$ cat src/rtl/otter_pkg.sv
// otter_pkg: shared encodings for the OTTER control path.
//   - opcode constants (RV32I major opcodes)
//   - FSM state enum for the multi-cycle control unit
//   - ALU_FUNC constants (the ALU decodes the same values)
//   - operand, PC and writeback select constants
//   - dcdr_t: the decoder's execute-phase control bundle
package otter_pkg;

  typedef enum logic [6:0] {
    OPC_OP     = 7'b0110011,
    OPC_OP_IMM = 7'b0010011,
    OPC_LUI    = 7'b0110111,
    OPC_AUIPC  = 7'b0010111,
    OPC_LOAD   = 7'b0000011,
    OPC_STORE  = 7'b0100011,
    OPC_BRANCH = 7'b1100011,
    OPC_JAL    = 7'b1101111,
    OPC_JALR   = 7'b1100111,
    OPC_SYSTEM = 7'b1110011
  } opcode_e;

  typedef enum logic [1:0] {
    ST_FETCH = 2'd0,
    ST_EXEC  = 2'd1,
    ST_WB    = 2'd2,
    ST_INTR  = 2'd3
  } state_e;

  localparam logic [3:0] ALU_ADD  = 4'b0000;
  localparam logic [3:0] ALU_SUB  = 4'b1000;
  localparam logic [3:0] ALU_SLL  = 4'b0001;
  localparam logic [3:0] ALU_SLT  = 4'b0010;
  localparam logic [3:0] ALU_SLTU = 4'b0011;
  localparam logic [3:0] ALU_XOR  = 4'b0100;
  localparam logic [3:0] ALU_SRL  = 4'b0101;
  localparam logic [3:0] ALU_SRA  = 4'b1101;
  localparam logic [3:0] ALU_OR   = 4'b0110;
  localparam logic [3:0] ALU_AND  = 4'b0111;
  localparam logic [3:0] ALU_COPY = 4'b1001;

  localparam logic [1:0] SRCA_RS1  = 2'd0;
  localparam logic [1:0] SRCA_UIMM = 2'd1;
  localparam logic [1:0] SRCA_NRS1 = 2'd2;

  localparam logic [2:0] SRCB_RS2  = 3'd0;
  localparam logic [2:0] SRCB_IIMM = 3'd1;
  localparam logic [2:0] SRCB_SIMM = 3'd2;
  localparam logic [2:0] SRCB_PC   = 3'd3;
  localparam logic [2:0] SRCB_CSR  = 3'd4;

  localparam logic [2:0] PCS_PLUS4  = 3'd0;
  localparam logic [2:0] PCS_JALR   = 3'd1;
  localparam logic [2:0] PCS_BRANCH = 3'd2;
  localparam logic [2:0] PCS_JAL    = 3'd3;
  localparam logic [2:0] PCS_MTVEC  = 3'd4;
  localparam logic [2:0] PCS_MEPC   = 3'd5;

  localparam logic [1:0] WR_PC4 = 2'd0;
  localparam logic [1:0] WR_CSR = 2'd1;
  localparam logic [1:0] WR_MEM = 2'd2;
  localparam logic [1:0] WR_ALU = 2'd3;

  localparam logic [31:0] MRET_INSN = 32'h3020_0073;

  typedef struct packed {
    logic       pc_we;
    logic       rf_we;
    logic       mem_rden2;
    logic       mem_we2;
    logic       csr_we;
    logic       mret_exec;
    logic       is_load;
    logic [3:0] alu_func;
    logic [1:0] srca;
    logic [2:0] srcb;
    logic [2:0] pc_source;
    logic [1:0] rf_wr_sel;
  } dcdr_t;

endpackage

$ cat src/rtl/otter_cu_dcdr.sv
// otter_cu_dcdr: combinational instruction decoder.
// Produces the control bundle that applies while the FSM sits in ST_EXEC.
// Ports:
//   ir      in  32  current instruction
//   br_eq   in  1   rs1 == rs2
//   br_lt   in  1   signed rs1 < rs2
//   br_ltu  in  1   unsigned rs1 < rs2
//   ctrl    out     dcdr_t execute-phase controls (+ is_load flag for the FSM)
module otter_cu_dcdr
  import otter_pkg::*;
(
  input  logic [31:0] ir,
  input  logic        br_eq,
  input  logic        br_lt,
  input  logic        br_ltu,
  output dcdr_t       ctrl
);

  logic [6:0] opcode;
  logic [2:0] funct3;
  logic       br_taken;

  assign opcode = ir[6:0];
  assign funct3 = ir[14:12];

  always_comb begin
    br_taken = 1'b0;
    case (funct3)
      3'b000:  br_taken = br_eq;
      3'b001:  br_taken = ~br_eq;
      3'b100:  br_taken = br_lt;
      3'b101:  br_taken = ~br_lt;
      3'b110:  br_taken = br_ltu;
      3'b111:  br_taken = ~br_ltu;
      default: br_taken = 1'b0;
    endcase
  end

  always_comb begin
    // Default is the NOP behaviour used for anything unrecognised:
    // advance PC by 4 and change nothing else.
    ctrl           = '0;
    ctrl.pc_we     = 1'b1;
    ctrl.pc_source = PCS_PLUS4;
    case (opcode)
      OPC_OP: begin
        ctrl.alu_func  = {ir[30], funct3};
        ctrl.srca      = SRCA_RS1;
        ctrl.srcb      = SRCB_RS2;
        ctrl.rf_we     = 1'b1;
        ctrl.rf_wr_sel = WR_ALU;
      end
      OPC_OP_IMM: begin
        // IR[30] is part of the immediate except for the SRLI/SRAI pair.
        ctrl.alu_func  = {(funct3 == 3'b101) ? ir[30] : 1'b0, funct3};
        ctrl.srcb      = SRCB_IIMM;
        ctrl.rf_we     = 1'b1;
        ctrl.rf_wr_sel = WR_ALU;
      end
      OPC_LUI: begin
        ctrl.alu_func  = ALU_COPY;
        ctrl.srca      = SRCA_UIMM;
        ctrl.rf_we     = 1'b1;
        ctrl.rf_wr_sel = WR_ALU;
      end
      OPC_AUIPC: begin
        ctrl.alu_func  = ALU_ADD;
        ctrl.srca      = SRCA_UIMM;
        ctrl.srcb      = SRCB_PC;
        ctrl.rf_we     = 1'b1;
        ctrl.rf_wr_sel = WR_ALU;
      end
      OPC_LOAD: begin
        // PC is held; it advances when the writeback cycle completes.
        ctrl.alu_func  = ALU_ADD;
        ctrl.srcb      = SRCB_IIMM;
        ctrl.mem_rden2 = 1'b1;
        ctrl.pc_we     = 1'b0;
        ctrl.is_load   = 1'b1;
      end
      OPC_STORE: begin
        ctrl.alu_func = ALU_ADD;
        ctrl.srcb     = SRCB_SIMM;
        ctrl.mem_we2  = 1'b1;
      end
      OPC_BRANCH: begin
        ctrl.pc_source = br_taken ? PCS_BRANCH : PCS_PLUS4;
      end
      OPC_JAL: begin
        ctrl.pc_source = PCS_JAL;
        ctrl.rf_we     = 1'b1;
        ctrl.rf_wr_sel = WR_PC4;
      end
      OPC_JALR: begin
        ctrl.pc_source = PCS_JALR;
        ctrl.rf_we     = 1'b1;
        ctrl.rf_wr_sel = WR_PC4;
      end
      OPC_SYSTEM: begin
        case (funct3)
          3'b001, 3'b010, 3'b011: begin
            ctrl.csr_we    = 1'b1;
            ctrl.rf_we     = 1'b1;
            ctrl.rf_wr_sel = WR_CSR;
            ctrl.srcb      = SRCB_CSR;
            ctrl.srca      = (funct3 == 3'b011) ? SRCA_NRS1 : SRCA_RS1;
            ctrl.alu_func  = (funct3 == 3'b001) ? ALU_COPY :
                             (funct3 == 3'b010) ? ALU_OR : ALU_AND;
          end
          3'b000: begin
            if (ir == MRET_INSN) begin
              ctrl.mret_exec = 1'b1;
              ctrl.pc_source = PCS_MEPC;
            end
          end
          default: ;
        endcase
      end
      default: ;
    endcase
  end

endmodule

$ cat src/rtl/otter_control_unit.sv
// otter_control_unit: multi-cycle FSM sequencing the OTTER datapath.
// Ports:
//   CLK, RST (sync, active-high)      clock / reset
//   IR, BR_EQ, BR_LT, BR_LTU          instruction and branch compare flags
//   INTR, MIE                         interrupt request and global enable
//   PC_WE .. MRET_EXEC                enables and strobes (0 while RST is high)
//   ALU_FUNC, ALU_SRCA, ALU_SRCB      ALU op and operand selects
//   PC_SOURCE, RF_WR_SEL              next-PC and writeback selects
//   state_dbg                         current FSM state, for observation
module otter_control_unit
  import otter_pkg::*;
(
  input  logic        CLK,
  input  logic        RST,
  input  logic [31:0] IR,
  input  logic        BR_EQ,
  input  logic        BR_LT,
  input  logic        BR_LTU,
  input  logic        INTR,
  input  logic        MIE,
  output logic        PC_WE,
  output logic        RF_WE,
  output logic        MEM_RDEN1,
  output logic        MEM_RDEN2,
  output logic        MEM_WE2,
  output logic        CSR_WE,
  output logic        INT_TAKEN,
  output logic        MRET_EXEC,
  output logic [3:0]  ALU_FUNC,
  output logic [1:0]  ALU_SRCA,
  output logic [2:0]  ALU_SRCB,
  output logic [2:0]  PC_SOURCE,
  output logic [1:0]  RF_WR_SEL,
  output state_e      state_dbg
);

  state_e state_q, state_d;
  dcdr_t  ctrl;
  logic   take_intr;

  otter_cu_dcdr u_dcdr (
    .ir     (IR),
    .br_eq  (BR_EQ),
    .br_lt  (BR_LT),
    .br_ltu (BR_LTU),
    .ctrl   (ctrl)
  );

  assign take_intr = INTR & MIE;
  assign state_dbg = state_q;

  always_ff @(posedge CLK) begin
    if (RST) state_q <= ST_FETCH;
    else     state_q <= state_d;
  end

  always_comb begin
    state_d = ST_FETCH;
    case (state_q)
      ST_FETCH: state_d = ST_EXEC;
      // A load defers any interrupt until its writeback has finished.
      ST_EXEC:  state_d = ctrl.is_load ? ST_WB : (take_intr ? ST_INTR : ST_FETCH);
      ST_WB:    state_d = take_intr ? ST_INTR : ST_FETCH;
      ST_INTR:  state_d = ST_FETCH;
      default:  state_d = ST_FETCH;
    endcase
  end

  always_comb begin
    PC_WE     = 1'b0;
    RF_WE     = 1'b0;
    MEM_RDEN1 = 1'b0;
    MEM_RDEN2 = 1'b0;
    MEM_WE2   = 1'b0;
    CSR_WE    = 1'b0;
    INT_TAKEN = 1'b0;
    MRET_EXEC = 1'b0;
    ALU_FUNC  = 4'd0;
    ALU_SRCA  = 2'd0;
    ALU_SRCB  = 3'd0;
    PC_SOURCE = 3'd0;
    RF_WR_SEL = 2'd0;
    if (!RST) begin
      case (state_q)
        ST_FETCH: MEM_RDEN1 = 1'b1;
        ST_EXEC: begin
          PC_WE     = ctrl.pc_we;
          RF_WE     = ctrl.rf_we;
          MEM_RDEN2 = ctrl.mem_rden2;
          MEM_WE2   = ctrl.mem_we2;
          CSR_WE    = ctrl.csr_we;
          MRET_EXEC = ctrl.mret_exec;
          ALU_FUNC  = ctrl.alu_func;
          ALU_SRCA  = ctrl.srca;
          ALU_SRCB  = ctrl.srcb;
          PC_SOURCE = ctrl.pc_source;
          RF_WR_SEL = ctrl.rf_wr_sel;
        end
        ST_WB: begin
          RF_WE     = 1'b1;
          RF_WR_SEL = WR_MEM;
          PC_WE     = 1'b1;
          PC_SOURCE = PCS_PLUS4;
        end
        ST_INTR: begin
          INT_TAKEN = 1'b1;
          PC_WE     = 1'b1;
          PC_SOURCE = PCS_MTVEC;
        end
        default: ;
      endcase
    end
  end

endmodule

$ cat config.mk
export PLATFORM = sky130hd
export DESIGN_NAME = otter_control_unit
export DESIGN_NICKNAME = d
export VERILOG_FILES = /design/src/rtl/otter_pkg.sv /design/src/rtl/otter_cu_dcdr.sv /design/src/rtl/otter_control_unit.sv
export SDC_FILE = /design/constraint.sdc
export NUM_CORES = 1
export LEC_CHECK = 0
export BUFFER_PORTS_ARGS = -buffer_cell sky130_fd_sc_hd__buf_2
export CAP_MARGIN = 20
export CORE_MARGIN = 1
export CORE_UTILIZATION = 30
export CTS_CLUSTER_DIAMETER = 50
export DETAILED_ROUTE_END_ITERATION = 8
export HOLD_SLACK_MARGIN = 0.08
export PLACE_DENSITY = 0.71
export SYNTH_ARGS = -nofsm -noshare
export SYNTH_HDL_FRONTEND = slang
export SYNTH_SLANG_ARGS = --single-unit
$ cat constraint.sdc
create_clock -name CLK -period 2.3 [get_ports CLK]
set_clock_uncertainty 0.15 [all_clocks]
set_input_delay 0.46 -clock CLK [delete_from_list [all_inputs] [get_ports CLK]]
set_output_delay 0.46 -clock CLK [all_outputs]
set_load 0.005 [all_outputs]
* Word level (Yosys, flattened, before mapping)
Index checks and enable logic that the tools add are counted.
** Word-level totals
- Bits in registers :: 2
- Output and inout bits :: 24
- Logic and storage cells :: 86
** Cells by class
- Equality and inequality tests :: 21
- Mux-type cells :: 52
- Bitwise gates (word level) :: 4
- Reduce and logical (&&, ||, !) cells :: 8
** Operator list (count)
- 32-bit by 30-bit == test with 1-bit output (second input constant) :: 1
- 7-bit == test (second input constant) :: 4
- 3-bit one-hot mux with 4 select lines :: 2
- 1-bit two-way mux :: 23
- 7-bit by 6-bit == test with 1-bit output (second input constant) :: 3
- 2-bit two-way mux :: 8
- 4-bit one-hot mux with 4 select lines :: 1
- 3-bit two-way mux :: 5
- 7-bit by 5-bit == test with 1-bit output (second input constant) :: 2
- 3-bit == test (second input constant) :: 4
- 4-bit two-way mux :: 3
- 2-bit one-hot mux with 2 select lines :: 3
- 9-bit two-way mux :: 1
- 2-bit one-hot mux with 4 select lines :: 1
- 7-bit by 2-bit == test with 1-bit output (second input constant) :: 1
- 3-bit by 2-bit == test with 1-bit output (second input constant) :: 2
- 1-bit one-hot mux with 2 select lines :: 3
- 1-bit one-hot mux with 6 select lines :: 1
- 3-bit one-hot mux with 2 select lines :: 1
- 2-bit OR reduction :: 3
- 6-bit OR reduction :: 1
- 2-bit == test (second input constant) :: 2
- 4-bit OR reduction :: 1
- 3-bit by 1-bit == test with 1-bit output (second input constant) :: 1
- other kinds (6) :: 8

* Depth between registers and ports, before layout
Gate-level depths: netlist (run 1).
- Word-level depth :: 7
- Gate-level depth with buffers :: 7
- Mapped depth without buffers :: 7

* Hierarchy
Synthesis (run 1) repeated with hierarchy kept, for this count alone.
** Second synthesis, totals
- Cell total of the unflattened synthesis :: 110
- Area total of the unflattened synthesis :: 765.7 um2
** Modules (own cells, without submodules)
- otter_cu_dcdr :: instances 1, cells an instance 61, area each 402.9 um2, sequential area each 0.0 um2
- otter_control_unit :: instances 1, cells an instance 49, area each 362.8 um2, sequential area each 40.0 um2

* Worst setup path after synthesis (run 1)
No wires, ideal clock.
- Path type :: register -> output
- Start :: register state_q[1] (netlist: state_dbg[1])
- End :: output PC_SOURCE[0]
- Data arrival time :: 1.800 ns
- Slack :: -0.110 ns
- Cell stages (with the launch flop) :: 8
- Buffers on the path :: 0
- Path through :: dfxtp_1 -> inv_1 -> ha_1 -> nand2b_4 -> or3_4 -> or2_4 -> or3_4 -> nand2_1
** Between the ends
- Cells in the longest elaborated chain, start to end :: 3
- Elaborated cells between the ends (all ways) :: 4
** RTL lines
- start, declared :: line otter_control_unit.sv:37 : state_e state_q, state_d;
- start signal, assigned :: line otter_control_unit.sv:54 : else state_q <= state_d;
- 2-bit == test / 2-bit by 1-bit == test with 1-bit output (equally long branches) :: line otter_control_unit.sv:84 : case (state_q)
- 3-bit one-hot mux with 2 select lines (*) :: line otter_control_unit.sv:84
- 3-bit two-way mux (*) :: line otter_control_unit.sv:83 : if (!RST) begin
- end, declared :: line otter_control_unit.sv:32 : output logic [2:0] PC_SOURCE,
Mark *: on every way between the ends. The rest lies on a longest branch, timed or not.

* Worst setup path in the final report (run 1)
- Start :: register state_q[1] (netlist: state_dbg[1])
- End :: output PC_SOURCE[2]
Same word-level chain as after synthesis.

==> results of run 1 <==
stage by stage:
step	total power, W	instance area [um^2]	worst slack [ns]	instances
final	0.000257	1340	-0.212	211
after global routing	0.000274	1340	-0.277	211
after CTS	0.000250	1240	-0.221	206
after detailed placement	0.000160	1110	-0.208	197
after global placement	0.000154	1110	-0.158	197
after floorplan	0.0000875	659	0.0273	95
cells by family (layout without fill, tap and decap cells):
kind of cell | after synthesis | after routing | synth area share (%)
buf+inv | 11 | 100 | 6.99
compound gates | 19 | 19 | 19.6
xor+xnor | 2 | 2 | 2.72
simple gates | 55 | 55 | 53.2
fa+ha+maj | 5 | 5 | 9.71
flops | 2 | 2 | 6.21
mux | 1 | 1 | 1.55
metal layers:
layer  up-vias  global-route usage, %
li1        528                      -
met1       476                   21.4
met2        57                   39.9
met3         2                   2.83
met4         0                   3.43
met5         -                      0
worst register-to-register path: cells and delay by family, from the launching register on:
family                     cells  cell delay (ns)
and+or+nand+nor                1             0.06
AOI/OAI and AO/OA              2             0.38
buffers and inverters          3             0.33
DFF                            1             0.35
adders and majority gates      1             0.29
layout make-up:
cell class	instances	area (um^2)
Clock buffer	3	22.5
Inverter	8	30.0
Timing Repair Buffer	89	553
Sequential cell	2	42.5
Tap cell	27	33.8
Multi-Input combinational cell	82	653
Fill cell	171	647
final timing paths:
kind	startpoint	end	slack [ns]
setup / recovery	state_dbg[1]$_SDFF_PP0_	PC_SOURCE[2]	-0.21
hold / removal	MIE	state_dbg[1]$_SDFF_PP0_	0.38
setup reg to reg	state_dbg[0]$_SDFF_PP0_	state_dbg[0]$_SDFF_PP0_	0.61
hold reg to reg	state_dbg[0]$_SDFF_PP0_	state_dbg[1]$_SDFF_PP0_	0.75
timing repair:
item,in CTS,in global routing
setup buffers,7,6
pin swaps,8,10
gates resized for setup,17,12
setup endpoints to repair,12,14
synth_stat cells (3+ instances only):
cell type / count
nor2_1: 15
inv_1: 8
nor3_1: 6
ha_1: 5
o21ai_0: 5
nand2_1: 4
nor4_1: 4
nand3_1: 3
power groups by stage:
stage / Combinational (W) / Sequential (W) / Clock [W]
floorplan: 0.0000478 / 0.0000397 / 0
global placement: 0.000115 / 0.0000389 / 0
detailed placement: 0.000121 / 0.0000390 / 0
CTS: 0.000133 / 0.0000389 / 0.0000776
global route: 0.000152 / 0.0000393 / 0.0000826
finish: 0.000142 / 0.0000394 / 0.0000763
==> flow_summary.toml, run 1 <==
[setup_path]
crit_path_end_kind = "output pin"
cp.arrival_ns = 1.90
worst-path-stages = 8
worstSetupStartpointType = "register"
cpPeakStageDelay_ns = 0.35
crit_path_max_fanout = 3
critPathSlowestCell = "or3_4"
cpMostUsedCell = "or3_4"
r2r_cells = 7
crit_type = "register to output pin"
crit_family = "simple AND/OR/NAND/NOR gates"
path_cells = "inv_2 -> ha_4 -> nand2b_4 -> or3_4 -> or2_4 -> or3_4 -> o21ai_2 -> buf_2"
cp_data_required_time_ns = 1.69
crit_buf_inv = 2

[floorplan]
fp.dieH_um = 48.3
fp.dieW_um = 48.3
start_util_pct = 32.5
core_um2 = 1980
ioPinCount = 63
num_rows = 16
fp.dieArea_um2 = 2340

[global_route]
grt_max_degree = 9
grt_pass1_vias = 939
grt_pass1_wl_um = 3800
grt_util_all_layers_pct = 19.7
grt_overflow = 0
antenna_found_initial = 0

[yosys]
synth_top_area_share_pct = 9.71
syn_area_um2 = 644
synth.area.top_cells = "ha_1, nor2_1, dfxtp_1, nor3_1, inv_1"
netlist_instances = 95
synth_edf_count = 0
synth_top_area_cell = "ha_1"
synth.distinct_cells = 39
post_synth.cell_area_avg_um2 = 6.78
ys.warnings.count = 0
synth-seq-cells = 2
yosysSeqAreaShare_pct = 6.21
synthArstFlopShare_pct = 0
syn-num-nets = 139
yosys_most_used_dff = "dfxtp_1"

[sta]
worst_pin_slew_ns = 0.354
layout_setup_ws_ns = -0.212
tns_ns = -1.24
slew_headroom_pct = 75.8
period_share_pct = 109
whs_ns = 0.380
hold_viol = 0
finalMaxSlewViolations = 0
rsz0062_at_grt = "yes"
setup_viol = 11
timing.fmax_ghz = 0.398
min_period_ns = 2.51

[place]
gp_congestion = 0.771
portBuffers = 62
dp_hpwl_um = 1960

[pwr]
clkPwrFrac_pct = 29.6
seq_power_share_pct = 15.3
combPwrFrac_pct = 55.1
p_leak_nw = 0.701
sw_frac_of_total_pct = 34.2
powerDensity_nw_per_um2 = 193
ir_drop_uv = 278
internal-power_w = 0.000169
p_sw_w = 0.0000879

[route]
wl_um = 2580
top_layer = "met4"
antenna_left = 0
drt_first_pass_iters = 4
drtIter0Drc = 32
route.met2.wl_um = 1420
route.met3.wl_um = 201
routedWlPerCell_um = 12.2
drc = 0
wl_met1_um = 950
routed_via_density = 5.04
vias = 1063

[clock_tree]
postCtsHoldBufs = 0
cts_tree = "yes"
clk_path_buf_depth = 2
cts_buffers = 3
cts.sinks = 2
cts-root-buf = "clkbuf_4"
cts_htree_levels = 1
clk_pin_slew_ns = 0.03
clock_latency_ns = 0.22

[hold_path]
whs_path_depth = 3
min_path_type = "primary input to register"

[run]
maxCapViolations = 0

[finish]
final_util_pct = 67.4
fin_nets = 230
mostFrequentLayoutCells = "buf_2, buf_4, nor2_1"
layout_commonest_cell = "buf_2"
area_delta_synth_final_pct = 107
n_antenna_cell = 0
layout-drive-gt1-share_pct = 64.1
largest_reg_flops = 2

[outcome]
violations = "negative setup slack"
outcome = "finished, violations left"
(Power assumes the default switching activity.)
==> inputs of run 2 (changes only) <==
ABC_AREA = 1   (was not set)
PLACE_DENSITY = 0.67   (was 0.71)
==> flow_summary.toml, run 2 <==
[clock_tree]
postCtsHoldBufs = 0
post_cts_buffers = 0
cts-root-buf = "clkbuf_4"
clk_pin_slew_ns = 0.03
cts_htree_levels = 1
cts.sinks = 2
clock_latency_ns = 0.22
post_cts_resized = 0
cts_buffers = 3
clk_path_buf_depth = 2
cts_tree = "yes"

[place]
place_inst = 240
gp_congestion = 0.869
portBuffers = 62
dp_hpwl_um = 1910

[finish]
area_delta_synth_final_pct = 47.3
n_fill_cell = 279
mostFrequentLayoutCells = "buf_2, nor2_1, nand2_1"
final_cell_count_no_fill = 243
n_antenna_cell = 0
fin_nets = 261
largest_reg_flops = 2
layout_commonest_cell = "buf_2"
layout-drive-gt1-share_pct = 38.1

[setup_path]
cp.arrival_ns = 1.54
worstSetupStartpointType = "register"
cp_data_required_time_ns = 1.69
crit_path_end_kind = "output pin"
path_cells = "inv_1 -> ha_4 -> nand2_2 -> inv_2 -> nand4_1 -> nor2_1 -> nand2_1 -> nor2_1 -> buf_2"
crit-reg2reg-launch = "state_dbg[0]$_SDFF_PP0_"
cpPeakStageDelay_ns = 0.32
crit_family = "simple AND/OR/NAND/NOR gates"
cpMostUsedCell = "nor2_1"
crit_path_max_fanout = 8
rrSetupSlack_ns = 0.77
crit_buf_inv = 3
crit_type = "register to output pin"
r2r_cells = 7
r2r_end = "state_dbg[0]$_SDFF_PP0_"
critPathSlowestCell = "dfxtp_1"

[yosys]
synth_top_area_share_pct = 19.5
synth.area.top_cells = "nor2_1, nand2_1, nand3_1, ha_1, inv_1"
synth_edf_count = 0
synth_top_area_cell = "nor2_1"
netlist_instances = 152
syn_area_um2 = 769
syn-num-nets = 196
synth.most_common_cell = "nor2_1"
yosysSeqAreaShare_pct = 5.20
yosys_most_used_dff = "dfxtp_1"
ys_top_cells_by_count = "nor2_1, nand2_1, inv_1, nand3_1, a21oi_1"
ys.warnings.count = 0
synth-seq-cells = 2
synthArstFlopShare_pct = 0
synth.distinct_cells = 22
post_synth.cell_area_avg_um2 = 5.06

[pwr]
seq_power_share_pct = 17.2
p_leak_nw = 0.657
combPwrFrac_pct = 50.0
sw_frac_of_total_pct = 36.7
clkPwrFrac_pct = 32.8
p_sw_w = 0.0000840
internal-power_w = 0.000145
ir_drop_uv = 235
powerDensity_nw_per_um2 = 202

[floorplan]
fp.dieW_um = 52.6
num_rows = 17
fp.dieH_um = 52.6
fp.dieArea_um2 = 2770
ioPinCount = 63
start_util_pct = 33.2
core_um2 = 2320

[sta]
period_share_pct = 93.5
hold_viol = 0
setup_viol = 0
worst_pin_slew_ns = 0.259
min_period_ns = 2.15
rsz0062_at_grt = "no"
timing.fmax_ghz = 0.465
whs_ns = 0.308
finalMaxSlewViolations = 0
tns_ns = 0
slew_headroom_pct = 82.6

[outcome]
outcome = "completed"

[run]
maxCapViolations = 0

[hold_path]
hold_start = "RST"
min_path_type = "primary input to register"
whs_path_depth = 2
hold_end = "state_dbg[0]$_SDFF_PP0_"

[route]
vias = 1139
antenna_left = 0
drtIter0Drc = 29
drc = 0
routed_via_density = 4.69
drt_first_pass_iters = 4
wl_um = 2220
routedWlPerCell_um = 9.12

[global_route]
grt_overflow = 0
grt_pass1_wl_um = 3540
antenna_found_initial = 0
grt_pass1_vias = 933
grt_max_degree = 12
grt_util_all_layers_pct = 16.6
run 2: kinds of logic (layout without fill, tap and decap cells):
| group | Yosys count | in the layout | synth area share [%] |
|---|---|---|---|
| simple gates | 103 | 103 | 61.1 |
| flops | 2 | 2 | 5.20 |
| compound gates | 19 | 19 | 12.7 |
| fa+ha+maj | 5 | 5 | 8.13 |
| buf+inv | 23 | 86 | 12.8 |
run 2: per-layer routing:
layer / track usage [%] / share of wire [%]
met1: 21.2 / 47
met4: 3.95 / 0
met3: 2.90 / 5.6
met5: 0 / 0
met2: 28.5 / 47
run 2: final cells by class:
cell class | instances | area (um^2) | share of cell area (%)
Timing Repair Buffer | 63 | 318 | 28.0
Clock buffer | 3 | 22.5 | 1.99
Tap cell | 28 | 35.0 | 3.09
Sequential cell | 2 | 40.0 | 3.53
Multi-Input combinational cell | 127 | 643 | 56.7
Inverter | 20 | 75.1 | 6.62
run 2: power groups by stage:
stage / sequential (W) / clock (W) / combinational (W)
finish: 0.0000392 / 0.0000750 / 0.000114
global placement: 0.0000389 / 0 / 0.000112
floorplan: 0.0000390 / 0 / 0.0000599
CTS: 0.0000384 / 0.0000786 / 0.000113
detailed placement: 0.0000389 / 0 / 0.000113
global route: 0.0000394 / 0.0000791 / 0.000131
run 2: how the worst max path moves through the flow:
stage,from,endpoint,slack (ns),cells after the start
floorplan,IR[1],ALU_SRCB[2],0.50,6
global placement,IR[1],PC_SOURCE[0],0.22,9
detailed placement,IR[0],PC_SOURCE[0],0.24,9
CTS,state_dbg[1]$_SDFF_PP0_,MRET_EXEC,0.007,9
global route,state_dbg[1]$_SDFF_PP0_,MRET_EXEC,0.02,9
finish,state_dbg[1]$_SDFF_PP0_,MRET_EXEC,0.15,9
run 2: per-stage QoR:
step	setup slack, ns	area (um^2)	utilization [%]	power, W
floorplan	0.500	769	-	0.0000988
global placement	0.220	1100	47.4	0.000151
detailed placement	0.244	1100	47.4	0.000152
CTS	0.00711	1120	48.4	0.000230
global route	0.0179	1130	48.9	0.000249
finish	0.151	1130	48.9	0.000229
